### src/rtl/pixel_combinator.sv
// Raster-order pixel combinator: broadcasts the next expected coordinate to the
// reorder queues and funnels released colours into a small output FIFO.
module pixel_combinator #(
    parameter int DATA_WIDTH  = 32,
    parameter int RBG_SIZE    = 24,
    parameter int NUM_ENGINES = 4,
    parameter int IMG_W       = 640,
    parameter int IMG_H       = 480,
    parameter int OUT_DEPTH   = 4
) (
    input  logic                            clk,
    input  logic                            reset,
    input  logic                            start,
    input  logic [NUM_ENGINES-1:0]          queue_en,
    input  logic [NUM_ENGINES*RBG_SIZE-1:0] queue_colour,
    output logic [DATA_WIDTH-1:0]           xpixel_check,
    output logic [DATA_WIDTH-1:0]           ypixel_check,
    output logic [RBG_SIZE-1:0]             pix_data,
    output logic                            pix_sop,
    output logic                            pix_eop,
    output logic                            pix_valid,
    input  logic                            pix_ready,
    output logic                            busy,
    output logic                            frame_done,
    output logic                            multi_hit
);
    // state | meaning
    // IDLE  | sentinel on check bus, waiting for start
    // SCAN  | presenting (x,y) while FIFO has room, capturing hits
    // DRAIN | last pixel captured, waiting for FIFO to empty

    localparam int PTR_W = $clog2(OUT_DEPTH);
    localparam int CNT_W = $clog2(OUT_DEPTH + 1);
    localparam logic [DATA_WIDTH-1:0] X_LAST = DATA_WIDTH'(IMG_W - 1);
    localparam logic [DATA_WIDTH-1:0] Y_LAST = DATA_WIDTH'(IMG_H - 1);
    localparam logic [DATA_WIDTH-1:0] SENT_X = DATA_WIDTH'(IMG_W);
    localparam logic [DATA_WIDTH-1:0] SENT_Y = DATA_WIDTH'(IMG_H);

    typedef enum logic [1:0] {IDLE, SCAN, DRAIN} state_t;

    state_t                state, state_next;
    logic [DATA_WIDTH-1:0] x, y, x_next, y_next;
    logic [RBG_SIZE-1:0]   fifo_data [OUT_DEPTH];
    logic                  fifo_sop  [OUT_DEPTH];
    logic                  fifo_eop  [OUT_DEPTH];
    logic [PTR_W-1:0]      wr_ptr, rd_ptr;
    logic [CNT_W-1:0]      count;
    logic                  hit, multi, push, pop, fifo_full, at_first, at_last;
    logic [RBG_SIZE-1:0]   hit_colour;

    assign at_first  = (x == '0) && (y == '0);
    assign at_last   = (x == X_LAST) && (y == Y_LAST);
    assign fifo_full = (count == CNT_W'(OUT_DEPTH));
    assign multi     = |(queue_en & (queue_en - NUM_ENGINES'(1)));

    // Descending scan so the lowest set index is the one that sticks.
    always_comb begin
        hit_colour = '0;
        for (int i = NUM_ENGINES - 1; i >= 0; i--) begin
            if (queue_en[i]) hit_colour = queue_colour[i*RBG_SIZE +: RBG_SIZE];
        end
    end

    always_comb begin
        state_next   = state;
        x_next       = x;
        y_next       = y;
        hit          = 1'b0;
        frame_done   = 1'b0;
        busy         = (state != IDLE);
        xpixel_check = SENT_X;
        ypixel_check = SENT_Y;
        case (state)
            IDLE: begin
                if (start) begin
                    state_next = SCAN;
                    x_next     = '0;
                    y_next     = '0;
                end
            end
            SCAN: begin
                if (!fifo_full) begin
                    xpixel_check = x;
                    ypixel_check = y;
                end
                if (|queue_en) begin
                    hit = 1'b1;
                    if (at_last) begin
                        state_next = DRAIN;
                    end else if (x == X_LAST) begin
                        x_next = '0;
                        y_next = y + DATA_WIDTH'(1);
                    end else begin
                        x_next = x + DATA_WIDTH'(1);
                    end
                end
            end
            DRAIN: begin
                if (count == '0) begin
                    frame_done = 1'b1;
                    state_next = IDLE;
                end
            end
            default: state_next = IDLE;
        endcase
    end

    always_ff @(posedge clk) begin
        if (reset) begin
            state     <= IDLE;
            x         <= '0;
            y         <= '0;
            multi_hit <= 1'b0;
        end else begin
            state <= state_next;
            x     <= x_next;
            y     <= y_next;
            if (hit && multi) multi_hit <= 1'b1;
        end
    end

    assign push = hit && !fifo_full;
    assign pop  = pix_valid && pix_ready;

    always_ff @(posedge clk) begin
        if (push) begin
            fifo_data[wr_ptr] <= hit_colour;
            fifo_sop[wr_ptr]  <= at_first;
            fifo_eop[wr_ptr]  <= at_last;
        end
    end

    always_ff @(posedge clk) begin
        if (reset) begin
            wr_ptr <= '0;
            rd_ptr <= '0;
            count  <= '0;
        end else begin
            if (push) wr_ptr <= wr_ptr + PTR_W'(1);
            if (pop)  rd_ptr <= rd_ptr + PTR_W'(1);
            case ({push, pop})
                2'b10:   count <= count + CNT_W'(1);
                2'b01:   count <= count - CNT_W'(1);
                default: count <= count;
            endcase
        end
    end

    assign pix_valid = (count != '0);
    assign pix_data  = pix_valid ? fifo_data[rd_ptr] : '0;
    assign pix_sop   = pix_valid ? fifo_sop[rd_ptr]  : 1'b0;
    assign pix_eop   = pix_valid ? fifo_eop[rd_ptr]  : 1'b0;

endmodule

### config.mk
export PLATFORM = sky130hd
export DESIGN_NAME = pixel_combinator
export DESIGN_NICKNAME = d
export VERILOG_FILES = /design/src/rtl/pixel_combinator.sv
export SDC_FILE = /design/constraint.sdc
export NUM_CORES = 1
export LEC_CHECK = 0
export ABC_AREA = 1
export CAP_MARGIN = 20
export CORE_ASPECT_RATIO = 1.1
export CORE_MARGIN = 10
export CORE_UTILIZATION = 49
export CTS_BUF_LIST = sky130_fd_sc_hd__clkbuf_4
export DETAILED_ROUTE_END_ITERATION = 16
export PLACE_DENSITY = 0.84
export SLEW_MARGIN = 20
export SYNTH_ARGS = -nofsm -noshare
export SYNTH_HDL_FRONTEND = slang
export SYNTH_SLANG_ARGS = --single-unit
### constraint.sdc
create_clock -name clk -period 2.6 [get_ports clk]
set_input_delay 0.39 -clock clk [delete_from_list [all_inputs] [get_ports clk]]
set_output_delay 0.39 -clock clk [all_outputs]
set_load 0.01 [all_outputs]
# After elaboration in Yosys (flattened, before gate mapping)
# Memories as Yosys holds them, arrays and structs flattened. A register that Yosys moved wholly into a read port is not among the register bits.
# Index checks and enable logic that the tools add are counted.
[word_totals]
reg_bits = 74
ramBits = 104
input_bits = 104
mem_count = 3
[mem_list]
columns = ["memory", "depth", "word_bits", "rd", "rd_clocked_by_memory_dff", "write_ports", "line", "source"]
rows = [
  ["fifo_data", 4, 24, 1, 1, 1, "43", "logic [RBG_SIZE-1:0] fifo_data [OUT_DEPTH];"],
  ["fifo_eop", 4, 1, 1, 1, 1, "45", "logic fifo_eop [OUT_DEPTH];"],
  ["fifo_sop", 4, 1, 1, 1, 1, "44", "logic fifo_sop [OUT_DEPTH];"],
]
[op_classes]
addsub = 7
n_eq_ne = 13
muxes = 38
bitwise = 1
reduce_logical = 19
[op_table]
columns = ["op", "n"]
rows = [
  ["$mux W32", 11],
  ["$pmux W32 S2", 2],
  ["$mux W24", 5],
  ["$add A32 B1 Y32 const B", 2],
  ["$logic_not A32 Y1", 2],
  ["$eq A32 B10 Y1 const B", 1],
  ["$eq A32 B9 Y1 const B", 1],
  ["$mux W2", 10],
  ["$ne A2 B2 Y1 const B", 6],
  ["$mux W1", 8],
  ["$reduce_and A4 Y1", 2],
  ["$reduce_or A4 Y1", 2],
  ["$pmux W2 S3", 1],
  ["$pmux W3 S2", 1],
  ["$reduce_bool A2 Y1", 3],
  ["$logic_and A1 B1 Y1", 5],
  ["$reduce_and A5 Y1", 1],
  ["$add A2 B1 Y2 const B", 2],
  ["$and A4 B4 Y4", 1],
  ["$eq A2 B1 Y1 const B", 2],
  ["$eq A2 B2 Y1 const B", 2],
  ["$sub A4 B1 Y4 const B", 1],
  ["$add A3 B1 Y3 const B", 1],
  ["$eq A3 B3 Y1 const B", 1],
  ["5 further kinds", 5],
]

# Logic depth before layout (Yosys ltp)
# Gate-level depths: netlist (run 1).
[depth]
depth_word = 6
depth_mapped = 14
depth_no_buf = 13

# Worst setup path before layout (run 1)
# Ideal clock, no wire load.
[synth_path]
path_type = "reg-to-reg"
start = "register state[0]"
end = "memory fifo_data[0][0] (enable)"
t_arrival_ns = 2.425
slack_ns = -0.234
stages_incl_launch_ff = 9
n_path_buf = 1
cell_sequence = "dfxtp_1 -> inv_1 -> nor2_2 -> inv_2 -> nor2_2 -> inv_2 -> or2_0 -> buf_2 -> nor2_1"
[synth_via]
elab_chain_cells = 5
[synth_lines]
columns = ["element", "line", "source"]
rows = [
  ["start, declared", "41", "state_t state, state_next;"],
  ["start signal, assigned", "115", "state <= state_next;"],
  ["$eq A2 B1 Y1", "73", "case (state)"],
  ["$mux W1", "73", ""],
  ["$logic_and A1 B1 Y1", "122", "assign push = hit && !fifo_full;"],
  ["$mux W1", "126", "if (push) begin"],
  ["$mux W1 (not written as such)", "127", "fifo_data[wr_ptr] <= hit_colour;"],
  ["end, declared", "43", ""],
]
# Every way passes these cells.

# Worst setup path in the final report (run 1)
[layout_path]
start = "register count[1]"
end = "output frame_done"
[layout_via]
elab_chain_cells = 3
[layout_lines]
columns = ["element", "line", "source"]
rows = [
  ["start, declared", "47", "logic [CNT_W-1:0] count;"],
  ["start signal, assigned", "142", "2'b10: count <= count + CNT_W'(1);"],
  ["start signal, assigned", "143", "2'b01: count <= count - CNT_W'(1);"],
  ["start signal, assigned", "144", "default: count <= count;"],
  ["$logic_not A3 Y1", "99", "if (count == '0) begin"],
  ["$mux W1", "99", ""],
  ["$mux W1", "73", ""],
  ["end, declared", "24", "output logic frame_done,"],
]
# Every way passes these cells.

==> reports/metrics.cfg, run 1 <==
[status]
status = complete, no violations

[setup_path]
required_ns = 2.21
end_kind = output port
reg2reg_depth = 12
path_class = reg2out
rrSetupSlack_ns = 0.37
crit_arrival_ns = 2.07
crit_fanout = 4
timing.rr.start = count[2]$_SDFFE_PP0P_
cp-start-kind = flop
worst_r2r_endpoint = count[2]$_SDFFE_PP0P_

[placement]
hpwl_um = 24220
gp_congestion = 0.9608
dp.cells = 1989
io_buffers = 197
dpl-instance-area_um2 = 12980

[power_and_ir_drop]
power.leakage_nw = 5.432
power.density_nw_per_um2 = 571.6
peakVddDrop_mv = 0.2790

[sta]
max_slew_margin_pct = 59.16
fmax_ghz = 0.4063
skew_ns = 0.03692
hold_ws_ns = 0.4862
hold_viol_final = 0
setup_viol = 0
period_share_pct = 94.67
rsz0062_at_grt = no
drv_slew = 0
period_minus_slack_ns = 2.461
tightest_slew_ns = 0.6079

[yosys]
synth-edff-count = 104
synth-adder-area-share_pct = 1.253
synth_top_area_share_pct = 29.50
syn_inst = 1541
postSynthAreaPerCell_um2 = 6.870
synth.net_count = 1655
synth_warnings = 0
synth_cell_types = 36
ys_ff_latch = 180
yosysMostFrequentCell = nor2_1
muxShareOfSynthArea_pct = 0
synth_area_leader_cell = edfxtp_1
synth-simple-area-share_pct = 34.04
seq_area_frac_synth_pct = 43.87
synth_xor_area_share_pct = 0.8273
netlist_top_cells_count = 374 x nor2_1, 339 x nand2_1, 144 x inv_1, 123 x o21ai_0, 104 x edfxtp_1
netlist_area_um2 = 10590
async_flop_share_pct = 0
synth_top_family_by_area = simple AND/OR/NAND/NOR gates
synth_flop_cell = edfxtp_1
synth.area.top_cells = edfxtp_1 30%, dfxtp_1 14%, nor2_1 13%
synth-compound-area-share_pct = 11.32

[detailed_routing]
avgRoutedWirePerCell_um = 16.87
drt-initial-drc-count = 1000
first_pass_iters = 5
avgViaCountPerCell = 5.343
drc_errors = 0
detail_route.wirelength_um = 34230
vias = 10840
ant_nets = 0

[global_route]
grt_usage_pct = 23.92
grt_pass1_wl_um = 54470
grt_remaining_overflow = 0
grt_max_degree = 49
antenna_found_initial = 4
grt_pass1_vias = 10490

[final_layout]
design_area_um2 = 13390
fillerInstances = 1932
drive_gt1_share_pct = 5.991
final_core_util_pct = 62.87
areaGrowthSynthToFinish_pct = 26.50
nNetsFinal = 1837
stdcell_count = 2029
multi_input_area_um2 = 5062
ff_latch_area_um2 = 4652

[die]
fp.dieH_um = 174.2
pin_count = 198
die_width_um = 160.1
initial_utilization_pct = 49.70
rows = 56
coreArea_um2 = 21300
fp.dieArea_um2 = 27890

[flow_run]
maxCapViolations = 0

[clocking]
cts.sinks = 180
cts_buffers = 17
htree_levels = 4
tritoncts = built
ctsHoldBuffers = 0
clockRootBuffer = clkbuf_4
cts_buffer_depth = 2
path_clk_slew_ns = 0.17
worstSkewPairLatency_ns = 0.61

[min_path]
whs_endpoint = multi_hit$_SDFFE_PP0P_
hold_class = reg2reg
hold_depth = 2
min-delay-start = multi_hit$_SDFFE_PP0P_

critical path: stages, from the launching register on:
cell and delay [ns]:
dfxtp_1 0.41, nor3_4 0.20, inv_1 0.15, nor2_4 0.16, clkdlybuf4s50_1 0.56
where the power goes:
| group | total, mW | switching, mW | internal [mW] |
|---|---|---|---|
| registers | 3.33 | 0.121 | 3.21 |
| clock network | 1.72 | 1.22 | 0.494 |
| logic | 2.60 | 1.55 | 1.05 |
routing by layer:
layer  part of all wire [%]  up-vias  GRT usage (%)
met5                      0        -              0
met4                    2.4        0          7.887
met3                    8.1       56          5.907
met2                     49      441          41.52
met1                     40     4986          28.30
li1                       -     5358              -
what timing repair did:
item / in CTS / in global routing
buffers inserted: 2 / 0
endpoints found under the hold margin: 0 / 0
resized for setup: 99 / 8
pin swaps: 2 / 0
cloned: 3 / 0
setup endpoints to repair: 90 / 7
worst max path at each step:
| stage | startpoint | to | slack [ns] | depth (start not counted) |
|---|---|---|---|---|
| 3_5_place_dp | queue_en[0] | count[2]$_SDFFE_PP0P_ | -0.1 | 12 |
| 3_3_place_gp | queue_en[0] | count[2]$_SDFFE_PP0P_ | 0.01 | 12 |
| 2_1_floorplan | state[0]$_SDFFE_PP0P_ | fifo_data[0][0]$_DFFE_PP_ | -0.23 | 8 |
| 5_1_grt | flop | pix_data[10] | 0.004 | 6 |
| 6_report | count[1]$_SDFFE_PP0P_ | frame_done | 0.14 | 4 |
| 4_1_cts | count[2]$_SDFFE_PP0P_ | xpixel_check[9] | -0.008 | 6 |
final cells by class:
class	count	area share, %
clock buffer	17	0.9530
tap	290	2.710
inverter	157	4.438
clock inverter	15	1.560
sequential	180	34.74
timing repair buffer	238	17.74
multi-input combinational	1129	37.80
antenna	3	0.05606
cells by family after synthesis:
group,Yosys count
adders and majority gates,10
DFF,180
buffers and inverters,232
xor gates and xnor gates,10
AOI/OAI and AO/OA,236
and+or+nand+nor,873
placed cells by master, fill, tap and decap left out, types with 3 or more instances in the layout:
cell             instances
buf_12                   9
dfxtp_1                 72
clkinv_1                 4
buf_4                   28
xor2_1                  10
o21ai_0                123
nor4_1                   3
clkdlybuf4s50_1        107
a21oi_1                 89
inv_1                  143
o21bai_1                 4
diode_2                  3
nand3_1                 80
nor2_1                 369
nor2_4                   3
inv_12                   3
clkinv_8                 6
dlygate4sd2_1           84
clkbuf_4                17
nor2_2                   7
o21ai_1                 17
dfxtp_2                  3
edfxtp_1               104
inv_2                    8
inv_8                    4
nand4_1                 50
nor3_1                  12
ha_1                     9
dlymetal6s2s_1           6
nand2_1                339
registers in the layout, summed over array words and instances, names as in the netlist, named ones only:
signal     count
count          3
rd_ptr         2
y             32
state          2
fifo_data     96
fifo_eop       4
wr_ptr         2
multi_hit      1
x             32
fifo_sop       4
stage by stage:
stage          setup TNS [ns]  worst slack [ns]  power, mW
6_report                    0            0.1387      7.654
2_1_floorplan          -24.32           -0.2338      4.676
3_3_place_gp                0           0.01399      5.922
3_5_place_dp         -0.09791          -0.09791      5.998
4_1_cts             -0.009406         -0.008260      7.667
5_1_grt                     0          0.003742      8.087
(Power assumes the default switching activity.)
==> run 2: changes to the inputs <==
Settings changed: CAP_MARGIN 20 to not set, RECOVER_POWER set to 25.
==> run 2 against run 1 <==
Against the previous run: global-route usage stayed put; critical path depth rose by 4; clock-buffer cell count stayed put; fmax grew 0.49%; combinational power hardly changed; worst hold slack hardly changed; routed wire length about the same; die area did not move; clock power hardly changed.
==> reports/metrics.cfg, run 2 (synthesized netlist as in run 1, its figures left out) <==
[status]
status = complete, no violations

[min_path]
whs_endpoint = multi_hit$_SDFFE_PP0P_
hold_depth = 2  ; unchanged
min-delay-start = multi_hit$_SDFFE_PP0P_
hold_class = reg2reg

[sta]
setup_viol = 0  ; unchanged
drv_slew = 0  ; unchanged
max_slew_margin_pct = 56.86  ; -2.3 points
fmax_ghz = 0.4083  ; +0.49%
period_minus_slack_ns = 2.449  ; -0.01192 ns
rsz0062_at_grt = no
tightest_slew_ns = 0.6472  ; +0.03925 ns
period_share_pct = 94.21  ; -0.46 points
skew_ns = 0.03496  ; -0.001964 ns
tns_ns = 0  ; unchanged
hold_viol_final = 0  ; unchanged

[detailed_routing]
drc_errors = 0  ; unchanged
avgRoutedWirePerCell_um = 16.88  ; about the same
detail_route.wirelength_um = 34250  ; about the same
avgViaCountPerCell = 5.355  ; +0.22%
ant_nets = 0  ; unchanged
first_pass_iters = 5  ; unchanged
vias = 10870  ; +0.22%
drt-initial-drc-count = 993  ; -0.70%

[clocking]
cts.sinks = 180  ; unchanged
cts_buffer_depth = 2  ; unchanged
clockRootBuffer = clkbuf_4
path_clk_slew_ns = 0.17  ; about the same
htree_levels = 4  ; unchanged
ctsHoldBuffers = 0  ; unchanged
worstSkewPairLatency_ns = 0.59  ; -0.02 ns
tritoncts = built
cts_buffers = 17  ; unchanged

[setup_path]
cpMostUsedCell = o21ai_0
crit_fanout = 27  ; +23
critPathMaxStageDelay_ns = 0.55  ; about the same
required_ns = 2.93  ; +0.72 ns
reg2reg_depth = 10  ; -2
cp_cell_sequence = dlygate4sd3_1 -> clkbuf_2 -> inv_1 -> clkbuf_1 -> nand3_1 -> nand2_1 -> o21ai_0 -> o21ai_0
end_kind = flop
worst_r2r_endpoint = x[29]$_SDFFE_PP0P_
timing.rr.start = x[1]$_SDFFE_PP0P_
cp-start-kind = primary input
path_class = in2reg
critical-path-top-delay-family = buffers and inverters
crit_slowest_cell = dlygate4sd3_1
rrSetupSlack_ns = 0.29  ; -0.08 ns
crit_buf_inv = 4  ; +2
crit_arrival_ns = 2.78  ; +0.71 ns

[power_and_ir_drop]
power.leakage_nw = 5.427  ; about the same
peakVddDrop_mv = 0.2863  ; +2.6%
pwr-share-comb_pct = 34.0  ; about the same
power.switching_mw = 2.885  ; -0.35%
power.density_nw_per_um2 = 571.2  ; about the same
pwr-share-clk_pct = 22.4  ; about the same
p_seq_share_pct = 43.6  ; about the same
internal-power_mw = 4.755  ; about the same
p_sw_share_pct = 37.76  ; -0.065 points

[global_route]
grt_usage_pct = 23.92  ; unchanged
grt_pass1_wl_um = 54470  ; unchanged
grt_pass1_vias = 10490  ; unchanged
antenna_found_initial = 4  ; unchanged
grt_remaining_overflow = 0  ; unchanged
grt_max_degree = 49  ; unchanged

[final_layout]
final_common_cell = nor2_1
fillerInstances = 1934  ; +0.10%
regMostFlops = fifo_data
ff_latch_area_um2 = 4652  ; unchanged
layout_common_cells = 370 x nor2_1, 339 x nand2_1, 144 x inv_1
stdcell_count = 2029  ; unchanged
top_regs = fifo_data (96), x (32), y (32)
multi_input_area_um2 = 5060  ; about the same
nNetsFinal = 1837  ; unchanged
largest_reg_flops = 96  ; unchanged
drive_gt1_share_pct = 5.760  ; -0.23 points
areaGrowthSynthToFinish_pct = 26.36
final_core_util_pct = 62.80  ; -0.070 points

[die]
coreArea_um2 = 21300  ; unchanged
pin_count = 198  ; unchanged
fp.dieH_um = 174.2  ; unchanged
rows = 56  ; unchanged
initial_utilization_pct = 49.70  ; unchanged
fp.dieArea_um2 = 27890  ; unchanged
die_width_um = 160.1  ; unchanged

[placement]
io_buffers = 197  ; unchanged
hpwl_um = 24220  ; unchanged
gp_congestion = 0.9608  ; unchanged
dp.cells = 1989  ; unchanged

[flow_run]
maxCapViolations = 0  ; unchanged

-- run 2: cell count changes in the layout (fill, tap and decap cells not counted), sizes merged --
cell           change
buf                -4
clkbuf             +4
clkdlybuf4s50      -1
dlygate4sd3        +1
-- run 2: timing repair --
action,in CTS,in global routing
buffers inserted,2,0
cloned,3,0
endpoints found under the setup margin,90,7
gates resized for setup,99,8
pin swaps,2,0
-- run 2: worst register-to-register path, stage by stage (launching register included) --
cell     delay [ns]
dfxtp_1        0.44
ha_1           0.26
nand3_2        0.16
nor2_1         0.15
nand2_1        0.06
nor2_1         0.26
nand3_4        0.22
nand2_4        0.24
inv_4          0.17
o21ai_0        0.20
nor2_1         0.05
-- run 2: final cells by class --
cell class	instances	area share [%]
antenna	3	0.05612
clock buffer	17	0.9541
clock inverter	15	1.562
inverter	157	4.443
multi-input combinational	1129	37.83
sequential	180	34.78
tap	290	2.713
timing repair buffer	238	17.67
-- run 2: worst max path at each step --
| stage | from | endpoint | slack, ns | depth (start not counted) |
|---|---|---|---|---|
| after floorplan | state[0]$_SDFFE_PP0P_ | fifo_data[0][0]$_DFFE_PP_ | -0.23 | 8 |
| after global placement | queue_en[0] | count[2]$_SDFFE_PP0P_ | 0.01 | 12 |
| after detailed placement | queue_en[0] | count[2]$_SDFFE_PP0P_ | -0.1 | 12 |
| after CTS | count[2]$_SDFFE_PP0P_ | xpixel_check[9] | -0.008 | 6 |
| after global routing | flop | pix_data[10] | 0.004 | 6 |
| final | queue_en[2] | fifo_data[2][13]$_DFFE_PP_ | 0.15 | 8 |
-- run 2: per-layer routing --
layer / part of all wire, % / GRT usage, % / vias to the layer above
li1: - / - / 5361
met1: 40 / 28.30 / 5013
met2: 50 / 41.52 / 447
met3: 8.3 / 5.907 / 44
met4: 2.1 / 7.887 / 0
met5: 0 / 0 / -
-- run 2: power groups by stage --
| stage | Sequential (mW) | Combinational (mW) | Clock, mW |
|---|---|---|---|
| after floorplan | 3.34 | 1.34 | 0 |
| after global placement | 3.36 | 2.56 | 0 |
| after detailed placement | 3.37 | 2.63 | 0 |
| after CTS | 3.33 | 2.60 | 1.74 |
| after global routing | 3.35 | 2.85 | 1.88 |
| final | 3.33 | 2.60 | 1.71 |
-- run 2: stage by stage --
stage	setup slack (ns)	area [µm²]	hold slack (ns)	total power, mW
after floorplan	-0.2338	10590	0.4364	4.676
after CTS	-0.008260	13360	0.4853	7.667
final	0.1506	13380	0.4861	7.640
after global placement	0.01399	12980	0.4471	5.922
after global routing	0.003742	13370	0.5142	8.083
after detailed placement	-0.09791	12980	0.4535	5.998
==> run 3: changes to the inputs <==
Settings changed: GPL_ROUTABILITY_DRIVEN set to 0.
==> run 3 against run 2 <==
Against the previous run: sequential power hardly changed; combinational power hardly changed; power is 1.2% lower; final area is 0.31% lower; core utilization is 0.19 points lower; largest cell class unchanged; sequential cell count stayed put.
==> reports/metrics.cfg, run 3 (synthesized netlist as in run 1, its figures left out) <==
[clocking]
clockRootBuffer = clkbuf_4
worstSkewPairLatency_ns = 0.57  ; -0.02 ns
path_clk_slew_ns = 0.16  ; about the same
cts_buffers = 17  ; unchanged
htree_levels = 4  ; unchanged
cts.sinks = 180  ; unchanged
tritoncts = built
cts_buffer_depth = 2  ; unchanged
ctsHoldBuffers = 0  ; unchanged

[final_layout]
layout_common_cells = 370 x nor2_1, 339 x nand2_1, 145 x inv_1
drive_gt1_share_pct = 5.597  ; -0.16 points
largest_reg_flops = 96  ; unchanged
areaGrowthSynthToFinish_pct = 25.97
top_regs = fifo_data (96), x (32), y (32)
nNetsFinal = 1834  ; -0.16%
final_common_cell = nor2_1
design_area_um2 = 13340  ; -0.31%
fillerInstances = 1911  ; -1.2%
regMostFlops = fifo_data
ff_latch_area_um2 = 4653  ; about the same
multi_input_area_um2 = 5055  ; about the same

[global_route]
grt_usage_pct = 22.22  ; -1.7 points
grt_pass1_wl_um = 51340  ; -5.8%
grt_pass1_vias = 10150  ; -3.2%
antenna_found_initial = 2  ; -2
grt_remaining_overflow = 0  ; unchanged
met3_usage_pct = 4.442  ; -1.5 points
grtUsageMet2_pct = 37.80  ; -3.7 points
grt_max_degree = 59  ; +20%
grt_use_met1_pct = 27.59  ; -0.71 points
busiest_layer = met2

[sta]
tightest_slew_ns = 0.7973  ; +0.1501 ns
skew_ns = 0.03290  ; -0.002054 ns
setup_viol = 0  ; unchanged
period_minus_slack_ns = 2.444  ; -0.005365 ns
drv_slew = 0  ; unchanged
max_slew_margin_pct = 46.85  ; -10 points
period_share_pct = 94.00  ; -0.21 points
fin_ws_ns = 0.1560  ; +0.005365 ns
fmax_ghz = 0.4092  ; +0.22%
hold_viol_final = 0  ; unchanged
rsz0062_at_grt = no

[setup_path]
required_ns = 2.21  ; -0.72 ns
path_class = reg2out
end_kind = output port
timing.rr.start = state[0]$_SDFFE_PP0P_
crit_slowest_cell = clkdlybuf4s50_1
cp-start-kind = flop
crit_arrival_ns = 2.05  ; -0.73 ns
critPathMaxStageDelay_ns = 0.57  ; +0.02 ns
reg2reg_depth = 9  ; -1
critical_path.startpoint = count[0]$_SDFFE_PP0P_
cp_cell_sequence = nor3_4 -> inv_1 -> nor2_2 -> clkdlybuf4s50_1
crit_fanout = 5  ; -81%

[power_and_ir_drop]
power.leakage_nw = 5.698  ; +5.0%
peakVddDrop_mv = 0.4356  ; +52%
power_mw = 7.547  ; -1.2%
power.density_nw_per_um2 = 565.9  ; -0.91%

[die]
initial_utilization_pct = 49.70  ; unchanged
rows = 56  ; unchanged
coreArea_um2 = 21300  ; unchanged
fp.dieH_um = 174.2  ; unchanged
fp.dieArea_um2 = 27890  ; unchanged
die_width_um = 160.1  ; unchanged
pin_count = 198  ; unchanged

[min_path]
hold_depth = 2  ; unchanged
hold_class = reg2reg
min-delay-start = rd_ptr[1]$_SDFFE_PP0P_

[detailed_routing]
drc_errors = 0  ; unchanged
avgViaCountPerCell = 5.371  ; +0.31%
avgRoutedWirePerCell_um = 15.96  ; -5.4%
drt-initial-drc-count = 1041  ; +4.8%
vias = 10880  ; +0.11%
first_pass_iters = 7  ; +2
ant_nets = 0  ; unchanged
detail_route.wirelength_um = 32330  ; -5.6%

[placement]
pre_cts_slack_ns = -0.06905  ; +0.02886 ns
dpl-instance-area_um2 = 12950  ; -0.25%
io_buffers = 197  ; unchanged
hpwl_um = 23250  ; -4.0%

[flow_run]
maxCapViolations = 0  ; unchanged

[status]
status = complete, no violations

run 3: cell types whose count changed in the layout (fill, tap and decap cells not counted), moves of 2 or more:
| cell | delta |
|---|---|
| buf_12 | -2 |
| buf_4 | -3 |
| buf_6 | +2 |
| bufbuf_16 | -2 |
| dlygate4sd2_1 | -30 |
| clkdlybuf4s50_1 | +7 |
| clkinv_8 | -5 |
| clkinvlp_4 | +2 |
| dlymetal6s2s_1 | +24 |
| inv_8 | +3 |
| inv_12 | -3 |
| clkbuf_2 | +3 |
run 3: layout make-up:
class	instances	share of cell area, %
well taps	290	2.721
multi-input cells	1129	37.91
clock buffers	17	0.9570
inverters	157	4.438
flip-flops and latches	180	34.89
diodes	2	0.03753
clock inverters	15	1.314
repair buffers	235	17.73
run 3: critical path: cells and delay by family (launching register included):
| family | cells | cell delay (ns) |
|---|---|---|
| buffers and inverters | 2 | 0.71 |
| DFF | 1 | 0.40 |
| and+or+nand+nor | 2 | 0.38 |
run 3: per-stage QoR:
stage / std cells / setup TNS (ns) / utilization [%] / hold slack (ns)
CTS: 2022 / -0.01500 / 62.21 / 0.4830
global route: 2025 / 0 / 62.61 / 0.5091
global placement: 1988 / -0.01009 / 60.78 / 0.4505
finish: 2025 / 0 / 62.61 / 0.4738
floorplan: 1541 / -24.32 / - / 0.4364
detailed placement: 1988 / -0.06905 / 60.78 / 0.4473
run 3: power breakdown:
| group | switching (mW) | total [mW] | internal (mW) |
|---|---|---|---|
| Sequential | 0.115 | 3.33 | 3.22 |
| Clock | 1.11 | 1.65 | 0.539 |
| Combinational | 1.51 | 2.57 | 1.06 |
| Total | 2.73 | 7.55 | 4.81 |
run 3: metal layers:
metal | vias to the layer above | wire [µm]
met5 | - | 0
met4 | 0 | 795
met3 | 58 | 2366
met2 | 442 | 15740
met1 | 5019 | 13430
li1 | 5358 | -
run 3: timing repair:
item                                    CTS  global route
endpoints found under the hold margin     0             0
resized for setup                        70            38
buffers inserted                          2             0
endpoints found under the setup margin   90            31
cloned                                    0             1
pin swaps                                 1             0
run 3: final timing paths:
check | end | slack [ns]
worst min register to register | flop | 0.47
worst max register to register | fifo_data[1][8]$_DFFE_PP_ | 0.26
worst max-delay path | frame_done | 0.16
worst min-delay path | flop | 0.47
